<file path="config.mk">
export PLATFORM = sky130hd
export DESIGN_NAME = mem_port_sequencer
export DESIGN_NICKNAME = d
export VERILOG_FILES = /design/src/rtl/cpu_pkg.sv /design/src/rtl/mem_wait_counter.sv /design/src/rtl/mem_port_sequencer.sv
export SDC_FILE = /design/constraint.sdc
export NUM_CORES = 1
export LEC_CHECK = 0
export CELL_PAD_IN_SITES_DETAIL_PLACEMENT = 2
export CELL_PAD_IN_SITES_GLOBAL_PLACEMENT = 2
export CORE_ASPECT_RATIO = 0.8
export CORE_MARGIN = 2
export CORE_UTILIZATION = 27
export DETAILED_ROUTE_END_ITERATION = 8
export PLACE_DENSITY = 0.79
export SYNTH_ARGS = -nofsm -noshare
export SYNTH_HDL_FRONTEND = slang
export SYNTH_SLANG_ARGS = --single-unit
</file>
<file path="constraint.sdc">
create_clock -name clk_i -period 2.6 [get_ports clk_i]
set_input_delay 0.26 -clock clk_i [delete_from_list [all_inputs] [get_ports clk_i]]
set_output_delay 0.26 -clock clk_i [all_outputs]
set_load 0.1 [all_outputs]
</file>
<file path="src/rtl/cpu_pkg.sv">
// Shared CPU definitions: the decoder's 2-bit memory-control codes, register IDs and the
// SRAM port sequencer state encoding.
// Optional build macro: MEM_TURNAROUND_EN adds the StTurn bus-turnaround state.
package cpu_pkg;

  // Data-stage memory-control codes (2'b11 is treated as idle).
  localparam logic [1:0] MEM_IDLE  = 2'b00;
  localparam logic [1:0] MEM_READ  = 2'b01;
  localparam logic [1:0] MEM_WRITE = 2'b10;

  // Special register IDs.
  localparam logic [3:0] REG_IH = 4'd8;
  localparam logic [3:0] REG_SP = 4'd9;
  localparam logic [3:0] REG_RA = 4'd10;

  // Width of the strobe wait counter.
  localparam int unsigned WaitCntW = 4;

  typedef enum logic [2:0] {
    StIdle,
    StRead,
    StWsetup,
    StWpulse,
    StWhold
`ifdef MEM_TURNAROUND_EN
    ,
    StTurn
`endif
  } seq_state_e;

endpackage

</file>
<file path="src/rtl/mem_wait_counter.sv">
// Loadable 4-bit down-counter that times the SRAM strobe-active phase.
// Ports:
//   clk_i       clock, rising edge
//   rst_ni      asynchronous active-low reset (count = 0)
//   load_i      load load_val_i (takes priority over dec_i)
//   load_val_i  value to load
//   dec_i       decrement by one, saturating at zero
//   done_o      count is zero
module mem_wait_counter
  import cpu_pkg::*;
(
  input  logic                clk_i,
  input  logic                rst_ni,
  input  logic                load_i,
  input  logic [WaitCntW-1:0] load_val_i,
  input  logic                dec_i,
  output logic                done_o
);

  logic [WaitCntW-1:0] cnt_q, cnt_d;

  always_comb begin
    cnt_d = cnt_q;
    if (load_i) begin
      cnt_d = load_val_i;
    end else if (dec_i && (cnt_q != '0)) begin
      cnt_d = cnt_q - 1'b1;
    end
  end

  always_ff @(posedge clk_i or negedge rst_ni) begin
    if (!rst_ni) begin
      cnt_q <= '0;
    end else begin
      cnt_q <= cnt_d;
    end
  end

  assign done_o = (cnt_q == '0);

endmodule

</file>
<file path="src/rtl/mem_port_sequencer.sv">
// Shares one single-ported SRAM between instruction fetch and the data (load/store) stage.
// Data requests win over fetches; an FSM sequences oe_n/we_n with WAIT_CYCLES strobe cycles.
// Optional build macro: MEM_TURNAROUND_EN inserts one released-bus cycle after each write.
// Ports:
//   clk_i, rst_ni                     clock / asynchronous active-low reset
//   fetch_req_i, fetch_addr_i         fetch request (level) and address
//   fetch_ack_o, fetch_rdata_o        fetch completion pulse and registered instruction word
//   mem_ctrl_i, data_addr_i, data_wdata_i  data-stage command, address, store data
//   data_ack_o, data_rdata_o          data completion pulse and registered load data
//   stall_o                           fetch outstanding and not yet acked
//   ram_addr_o, ram_wdata_o, ram_wdata_oe_o, ram_rdata_i, ram_oe_n_o, ram_we_n_o  SRAM pins
module mem_port_sequencer
  import cpu_pkg::*;
#(
  parameter int unsigned ADDR_W      = 16,
  parameter int unsigned DATA_W      = 16,
  parameter int unsigned WAIT_CYCLES = 2
) (
  input  logic              clk_i,
  input  logic              rst_ni,
  input  logic              fetch_req_i,
  input  logic [ADDR_W-1:0] fetch_addr_i,
  output logic              fetch_ack_o,
  output logic [DATA_W-1:0] fetch_rdata_o,
  input  logic [1:0]        mem_ctrl_i,
  input  logic [ADDR_W-1:0] data_addr_i,
  input  logic [DATA_W-1:0] data_wdata_i,
  output logic              data_ack_o,
  output logic [DATA_W-1:0] data_rdata_o,
  output logic              stall_o,
  output logic [ADDR_W-1:0] ram_addr_o,
  output logic [DATA_W-1:0] ram_wdata_o,
  output logic              ram_wdata_oe_o,
  input  logic [DATA_W-1:0] ram_rdata_i,
  output logic              ram_oe_n_o,
  output logic              ram_we_n_o
);

  if ((WAIT_CYCLES < 1) || (WAIT_CYCLES > 15)) begin : g_bad_wait
    $error("mem_port_sequencer: WAIT_CYCLES must be in 1..15");
  end

  localparam logic [WaitCntW-1:0] WaitLoad = WaitCntW'(WAIT_CYCLES - 1);

  seq_state_e state_q, state_d;

  logic              owner_q;  // 1: current access belongs to the data stage
  logic              fetch_ack_q, data_ack_q;
  logic [DATA_W-1:0] fetch_rdata_q, data_rdata_q;
  logic [ADDR_W-1:0] ram_addr_q;
  logic [DATA_W-1:0] ram_wdata_q;

  logic data_rd, data_wr, grant_data, grant_fetch, cnt_done, read_done;

  assign data_rd = (mem_ctrl_i == MEM_READ);
  assign data_wr = (mem_ctrl_i == MEM_WRITE);

  // A requester being acked this cycle has already been served; ignore its stale level.
  assign grant_data  = (state_q == StIdle) & (data_rd | data_wr) & ~data_ack_q;
  assign grant_fetch = (state_q == StIdle) & ~grant_data & fetch_req_i & ~fetch_ack_q;
  assign read_done   = (state_q == StRead) & cnt_done;

  mem_wait_counter u_wait_counter (
    .clk_i     (clk_i),
    .rst_ni    (rst_ni),
    .load_i    (grant_data | grant_fetch),
    .load_val_i(WaitLoad),
    .dec_i     ((state_q == StRead) | (state_q == StWpulse)),
    .done_o    (cnt_done)
  );

  // State register
  always_ff @(posedge clk_i or negedge rst_ni) begin
    if (!rst_ni) begin
      state_q <= StIdle;
    end else begin
      state_q <= state_d;
    end
  end

  // Next-state logic
  always_comb begin
    state_d = state_q;
    unique case (state_q)
      StIdle: begin
        if (grant_data) begin
          state_d = data_wr ? StWsetup : StRead;
        end else if (grant_fetch) begin
          state_d = StRead;
        end
      end
      StRead:   if (cnt_done) state_d = StIdle;
      StWsetup: state_d = StWpulse;
      StWpulse: if (cnt_done) state_d = StWhold;
`ifdef MEM_TURNAROUND_EN
      StWhold:  state_d = StTurn;
      StTurn:   state_d = StIdle;
`else
      StWhold:  state_d = StIdle;
`endif
      default:  state_d = StIdle;
    endcase
  end

  // Strobe outputs: decoded from state only, so reset releases them without a clock.
  always_comb begin
    ram_oe_n_o     = 1'b1;
    ram_we_n_o     = 1'b1;
    ram_wdata_oe_o = 1'b0;
    unique case (state_q)
      StRead:   ram_oe_n_o = 1'b0;
      StWsetup: ram_wdata_oe_o = 1'b1;
      StWpulse: begin
        ram_we_n_o     = 1'b0;
        ram_wdata_oe_o = 1'b1;
      end
      StWhold:  ram_wdata_oe_o = 1'b1;
      default:  ;
    endcase
  end

  // Request latching, read capture and ack generation
  always_ff @(posedge clk_i or negedge rst_ni) begin
    if (!rst_ni) begin
      owner_q       <= 1'b0;
      fetch_ack_q   <= 1'b0;
      data_ack_q    <= 1'b0;
      fetch_rdata_q <= '0;
      data_rdata_q  <= '0;
      ram_addr_q    <= '0;
      ram_wdata_q   <= '0;
    end else begin
      fetch_ack_q <= read_done & ~owner_q;
      data_ack_q  <= (read_done & owner_q) | (state_q == StWhold);
      if (grant_data) begin
        owner_q    <= 1'b1;
        ram_addr_q <= data_addr_i;
        if (data_wr) ram_wdata_q <= data_wdata_i;
      end else if (grant_fetch) begin
        owner_q    <= 1'b0;
        ram_addr_q <= fetch_addr_i;
      end
      if (read_done) begin
        if (owner_q) data_rdata_q <= ram_rdata_i;
        else         fetch_rdata_q <= ram_rdata_i;
      end
    end
  end

  assign fetch_ack_o   = fetch_ack_q;
  assign data_ack_o    = data_ack_q;
  assign fetch_rdata_o = fetch_rdata_q;
  assign data_rdata_o  = data_rdata_q;
  assign ram_addr_o    = ram_addr_q;
  assign ram_wdata_o   = ram_wdata_q;
  assign stall_o       = fetch_req_i & ~fetch_ack_q;

endmodule
</file>
# Yosys cells after proc, flatten, opt, wreduce, memory -nomap -nowiden
# Cells that the tools add are included.
[classes]
addsub = 1
eq_ne = 9
muxes = 15
bitwise_logic = 17
n_reduce_logical = 11
[op_table]
columns = ["op", "count"]
rows = [
  ["$mux 16", 2],
  ["$mux 3", 4],
  ["$pmux 3 s4", 1],
  ["$and 1x1->1", 9],
  ["$mux 4", 2],
  ["$eq 3x2->1 const B", 2],
  ["$reduce_and 2->1", 3],
  ["$mux 1", 5],
  ["$logic_not 4->1", 1],
  ["$ne 2x2->1 const B", 2],
  ["$not 1->1", 4],
  ["$or 1x1->1", 4],
  ["$reduce_bool 2->1", 2],
  ["$reduce_bool 4->1", 1],
  ["$sub 4x1->4 const B", 1],
  ["$eq 3x1->1 const B", 1],
  ["$eq 3x3->1 const B", 1],
  ["$logic_not 3->1", 1],
  ["$ne 3x3->1 const B", 1],
  ["$reduce_and 3->1", 1],
  ["$reduce_or 3->1", 1],
  ["$eq 2x1->1 const B", 1],
  ["$eq 2x2->1 const B", 1],
  ["$mux 2", 1],
  ["$logic_and 1x1->1", 1],
]
[word_totals]
ff_bits = 74
inputBits = 69
wordCells = 62

# Depth between registers and ports, before layout
[logic_depth]
ltp_word = 11
mapped_depth = 7
ltp_nobuf = 5

# By module
# Synthesis repeated with hierarchy kept, for this count alone.
[hier_totals]
cells_unflattened = 214
area_unflattened_um2 = 3268.1
[modules_own_cells]
columns = ["module", "n_inst", "cells_per_inst", "area_each_um2", "seq_area_each_um2"]
rows = [
  ["mem_port_sequencer", 1, 187, 2997.9, 1751.7],
  ["mem_wait_counter", 1, 27, 270.3, 100.1],
]

# Worst setup path after synthesis
# Ideal clock, no wire load.
[synth_path]
path_kind = "reg-to-output"
from = "register state_q[0]"
to = "output ram_wdata_oe_o"
t_arrival_ps = 2200
required_time_ps = 2340
setup_slack_ps = 140
stages_incl_launch_ff = 4
path_cell_list = "dfrtp_1 -> clkbuf_8 -> nand2b_1 -> mux2i_1"
[synth_between]
elab_chain_cells = 3
[synth_lines]
columns = ["item", "line_no", "rtl"]
rows = [
  ["start: declaration", "mem_port_sequencer.sv:45", "seq_state_e state_q, state_d;"],
  ["start signal: assignment", "mem_port_sequencer.sv:75", "state_q <= StIdle;"],
  ["start signal: assignment", "mem_port_sequencer.sv:77", "state_q <= state_d;"],
  ["$eq 3x2->1 / $eq 3x3->1 (equally long branches)", "mem_port_sequencer.sv:110", "unique case (state_q)"],
  ["$reduce_or 3->1 (no source line) *", "-", ""],
  ["$mux 1 *", "mem_port_sequencer.sv:110", ""],
  ["end: declaration", "mem_port_sequencer.sv:33", "output logic ram_wdata_oe_o,"],
]
# Every way passes the cells marked *; elsewhere a longest branch is shown, timed or not.

# Final worst setup path
[layout_path]
from = "register u_wait_counter.cnt_q[0]"
to = "register fetch_rdata_q[14] (netlist: fetch_rdata_o[14])"
[layout_between]
elab_chain_cells = 3
[layout_lines]
columns = ["item", "line_no", "rtl"]
rows = [
  ["start: declaration", "mem_wait_counter.sv:20", "logic [WaitCntW-1:0] cnt_q, cnt_d;"],
  ["start signal: assignment", "mem_wait_counter.sv:35", "cnt_q <= cnt_d;"],
  ["$logic_not 4->1", "mem_wait_counter.sv:39", "assign done_o = (cnt_q == '0);"],
  ["$and 1x1->1", "mem_port_sequencer.sv:61", "assign read_done = (state_q == StRead) & cnt_done;"],
  ["$reduce_and 2->1 (no source line)", "-", ""],
  ["end signal: assignment", "mem_port_sequencer.sv:145", "else fetch_rdata_q <= ram_rdata_i;"],
  ["end: declaration", "mem_port_sequencer.sv:49", "logic [DATA_W-1:0] fetch_rdata_q, data_rdata_q;"],
]
# Every way passes these cells.
# A chain may end at the register's enable or synchronous reset.

==> flow_metrics.py <==
metrics = {
    "clocking": {
        "root_buffer": "clkbuf_16",
        "cts_hold_buf": 0,
        "clk_latency_ns": 0.32,
        "cts.sinks": 74,
        "clockBufferDepth": 2,
        "clk_pin_slew_ns": 0.06,
        "cts_tree": "done",
        "post_cts_resized": 0,
        "h-tree-depth": 3,
        "cts_made_buffers": 9,
        "post-cts-setup-buffers": 0,
    },
    "layout": {
        "n_antenna_cell": 0,
        "final_cell_mix": "78 x buf_4, 74 x dfrtp_1, 67 x clkdlybuf4s50_1",
        "fin_nets": 450,
        "fillers": 1192,
        "drive_above_1_share_pct": 39.4,
        "final_common_cell": "buf_4",
        "area_growth_pct": 52.3,
        "regArea_sq_um": 1850,
        "multi_input_area_sq_um": 1240,
    },
    "logic_synthesis": {
        "synth_warnings": 0,
        "yosys.area_share.simple_pct": 8.67,
        "synth_edf_count": 0,
        "synth.mux.area_fraction_pct": 18.2,
        "ys_types": 37,
        "netlist_area_sq_um": 3220,
        "ys_ff_latch": 74,
        "synth_area_leader_cell": "dfrtp_1",
        "avgSynthCellArea_sq_um": 13.6,
        "seq_area_frac_synth_pct": 57.5,
        "yosys.area_share.xor_xnor_pct": 0,
        "syn-instance-count": 236,
        "syn_nets": 308,
        "synth_area_leaders": "dfrtp_1 58%, mux2_2 14%, a2bb2oi_1 4.4%",
        "synthAdderAreaFrac_pct": 1.17,
        "synthArstFlopShare_pct": 100,
        "ys.flop_type": "dfrtp_1",
        "synth_top_area_share_pct": 57.5,
        "synth_top_family_by_area": "multiplexers",
        "synth-compound-area-share_pct": 10.5,
    },
    "drt": {
        "first_pass_iters": 4,
        "drtIter0Drc": 64,
        "via_per_inst": 4.75,
        "routed_wl_mm": 9.97,
        "vias": 2523,
        "antenna_left": 0,
        "drc": 0,
        "wl_per_cell_microns": 18.8,
    },
    "setup_path": {
        "max_stage_delay_ns": 0.62,
        "cp.arrival_ns": 2.37,
        "crit_fanout": 17,
        "path_cells": "inv_1 -> ha_1 -> or3b_4 -> or4_4 -> mux2_4",
        "slowest_stage": "or4_4",
        "rr_startpoint": "u_wait_counter.cnt_q[0]$_DFFE_PN0P_",
        "reg2reg_depth": 5,
        "critPathTopFamily": "simple AND/OR/NAND/NOR gates",
        "critical_path_class": "register to register",
        "r2r_slack_ns": 0.44,
        "critPathLaunchType": "register",
        "required_ns": 2.81,
        "end_kind": "register",
        "cp_num_buf_inv": 1,
        "startpoint": "u_wait_counter.cnt_q[0]$_DFFE_PN0P_",
        "worstReg2RegEnd": "fetch_rdata_o[14]$_DFFE_PN0P_",
    },
    "timing": {
        "skew_ns": 0.00240,
        "finalMaxSlewViolations": 0,
        "tightestPinTransition_ns": 0.982,
        "setup_tns_ns": 0,
        "slew-limit-headroom_pct": 34.5,
        "final-hold-violation-count": 0,
        "rsz0062_at_grt": "false",
        "timing.final.crit_share_pct": 83.0,
        "finalCriticalPeriod_ns": 2.16,
        "setup_violations": 0,
        "timing.fmax_ghz": 0.463,
    },
    "placement": {
        "dp_hpwl_mm": 7.34,
        "gp_congestion": 0.706,
        "port_buffers": 138,
    },
    "global_route": {
        "grt_pass1_vias": 2920,
        "grt_max_degree": 75,
        "grt_pass1_wl_mm": 15.7,
        "antenna_found_initial": 0,
        "grtUsageTotal_pct": 15.8,
        "grt-ovfl-total": 0,
    },
    "floorplan": {
        "start_util_pct": 27.8,
        "die_h_microns": 102,
        "die_x_microns": 126,
        "die_area_sq_um": 12800,
        "num_io_pins": 139,
        "core_region_area_sq_um": 11600,
        "placementRows": 35,
    },
    "status": {
        "status": "completed",
    },
    "min_path": {
        "min_path_type": "input pin to asynchronous set/reset pin",
    },
    "run": {
        "max-cap-violations": 0,
    },
}
## registers in the layout, summed over array words and instances, names as in the netlist
signal	cells
ram_addr_o	16
u_wait_counter.cnt_q	4
fetch_rdata_o	16
data_ack_o	1
state_q	3
owner_q	1
ram_wdata_o	16
fetch_ack_o	1
data_rdata_o	16
## cell usage after synthesis, types with 2 or more instances
library cell,number
o31ai_1,16
buf_2,2
clkbuf_1,8
a21oi_1,7
ha_1,3
mux2_2,39
or3_1,19
buf_6,2
nor2_1,3
nand2b_1,2
mux2_4,9
nor3_1,2
o21ai_0,5
dfrtp_1,74
nand2_1,2
inv_1,7
a2bb2oi_1,16
## layer usage
metal	vias up	routed length (microns)	global-route usage (%)	part of all wire [%]
li1	1149	-	-	-
met1	1293	4150	18.8	42
met2	73	5040	27.3	51
met3	8	699	6.08	7.0
met4	0	85	4.06	0.85
met5	-	0	0	0
## cells by family after synthesis
family | count (synthesis)
flops | 74
fa+ha+maj | 3
simple gates | 42
compound gates | 46
mux | 49
buf+inv | 22
## final cells by class
| type | instances | area share, % |
|---|---|---|
| Clock buffer | 15 | 5.87 |
| Clock inverter | 1 | 0.613 |
| Inverter | 7 | 0.536 |
| Multi-Input combinational cell | 140 | 25.4 |
| Sequential cell | 74 | 37.8 |
| Tap cell | 148 | 3.78 |
| Timing Repair Buffer | 146 | 26.0 |
## how the worst max path moves through the flow
stage,to,cells after the start
finish,fetch_rdata_o[14]$_DFFE_PN0P_,5
global route,fetch_rdata_o[14]$_DFFE_PN0P_,5
CTS,fetch_rdata_o[14]$_DFFE_PN0P_,5
detailed placement,ram_wdata_o[3]$_DFFE_PN0N_,6
global placement,ram_wdata_o[9]$_DFFE_PN0N_,6
floorplan,ram_wdata_oe_o,3
## stage by stage
stage	hold WS, ns	setup WS (ns)	utilization, %	instances	area (sq um)
finish	0.0665	0.442	42.4	531	4900
global route	0.160	0.340	42.4	531	4900
CTS	0.134	0.427	42.4	531	4900
detailed placement	0.488	0.325	39.6	515	4580
global placement	0.468	0.387	39.6	515	4580
floorplan	-0.0356	0.140	-	236	3220
Power is left out: the tool's default activity adds up to more than one toggle a clock period on the data nets, which glitch-free logic cannot reach.
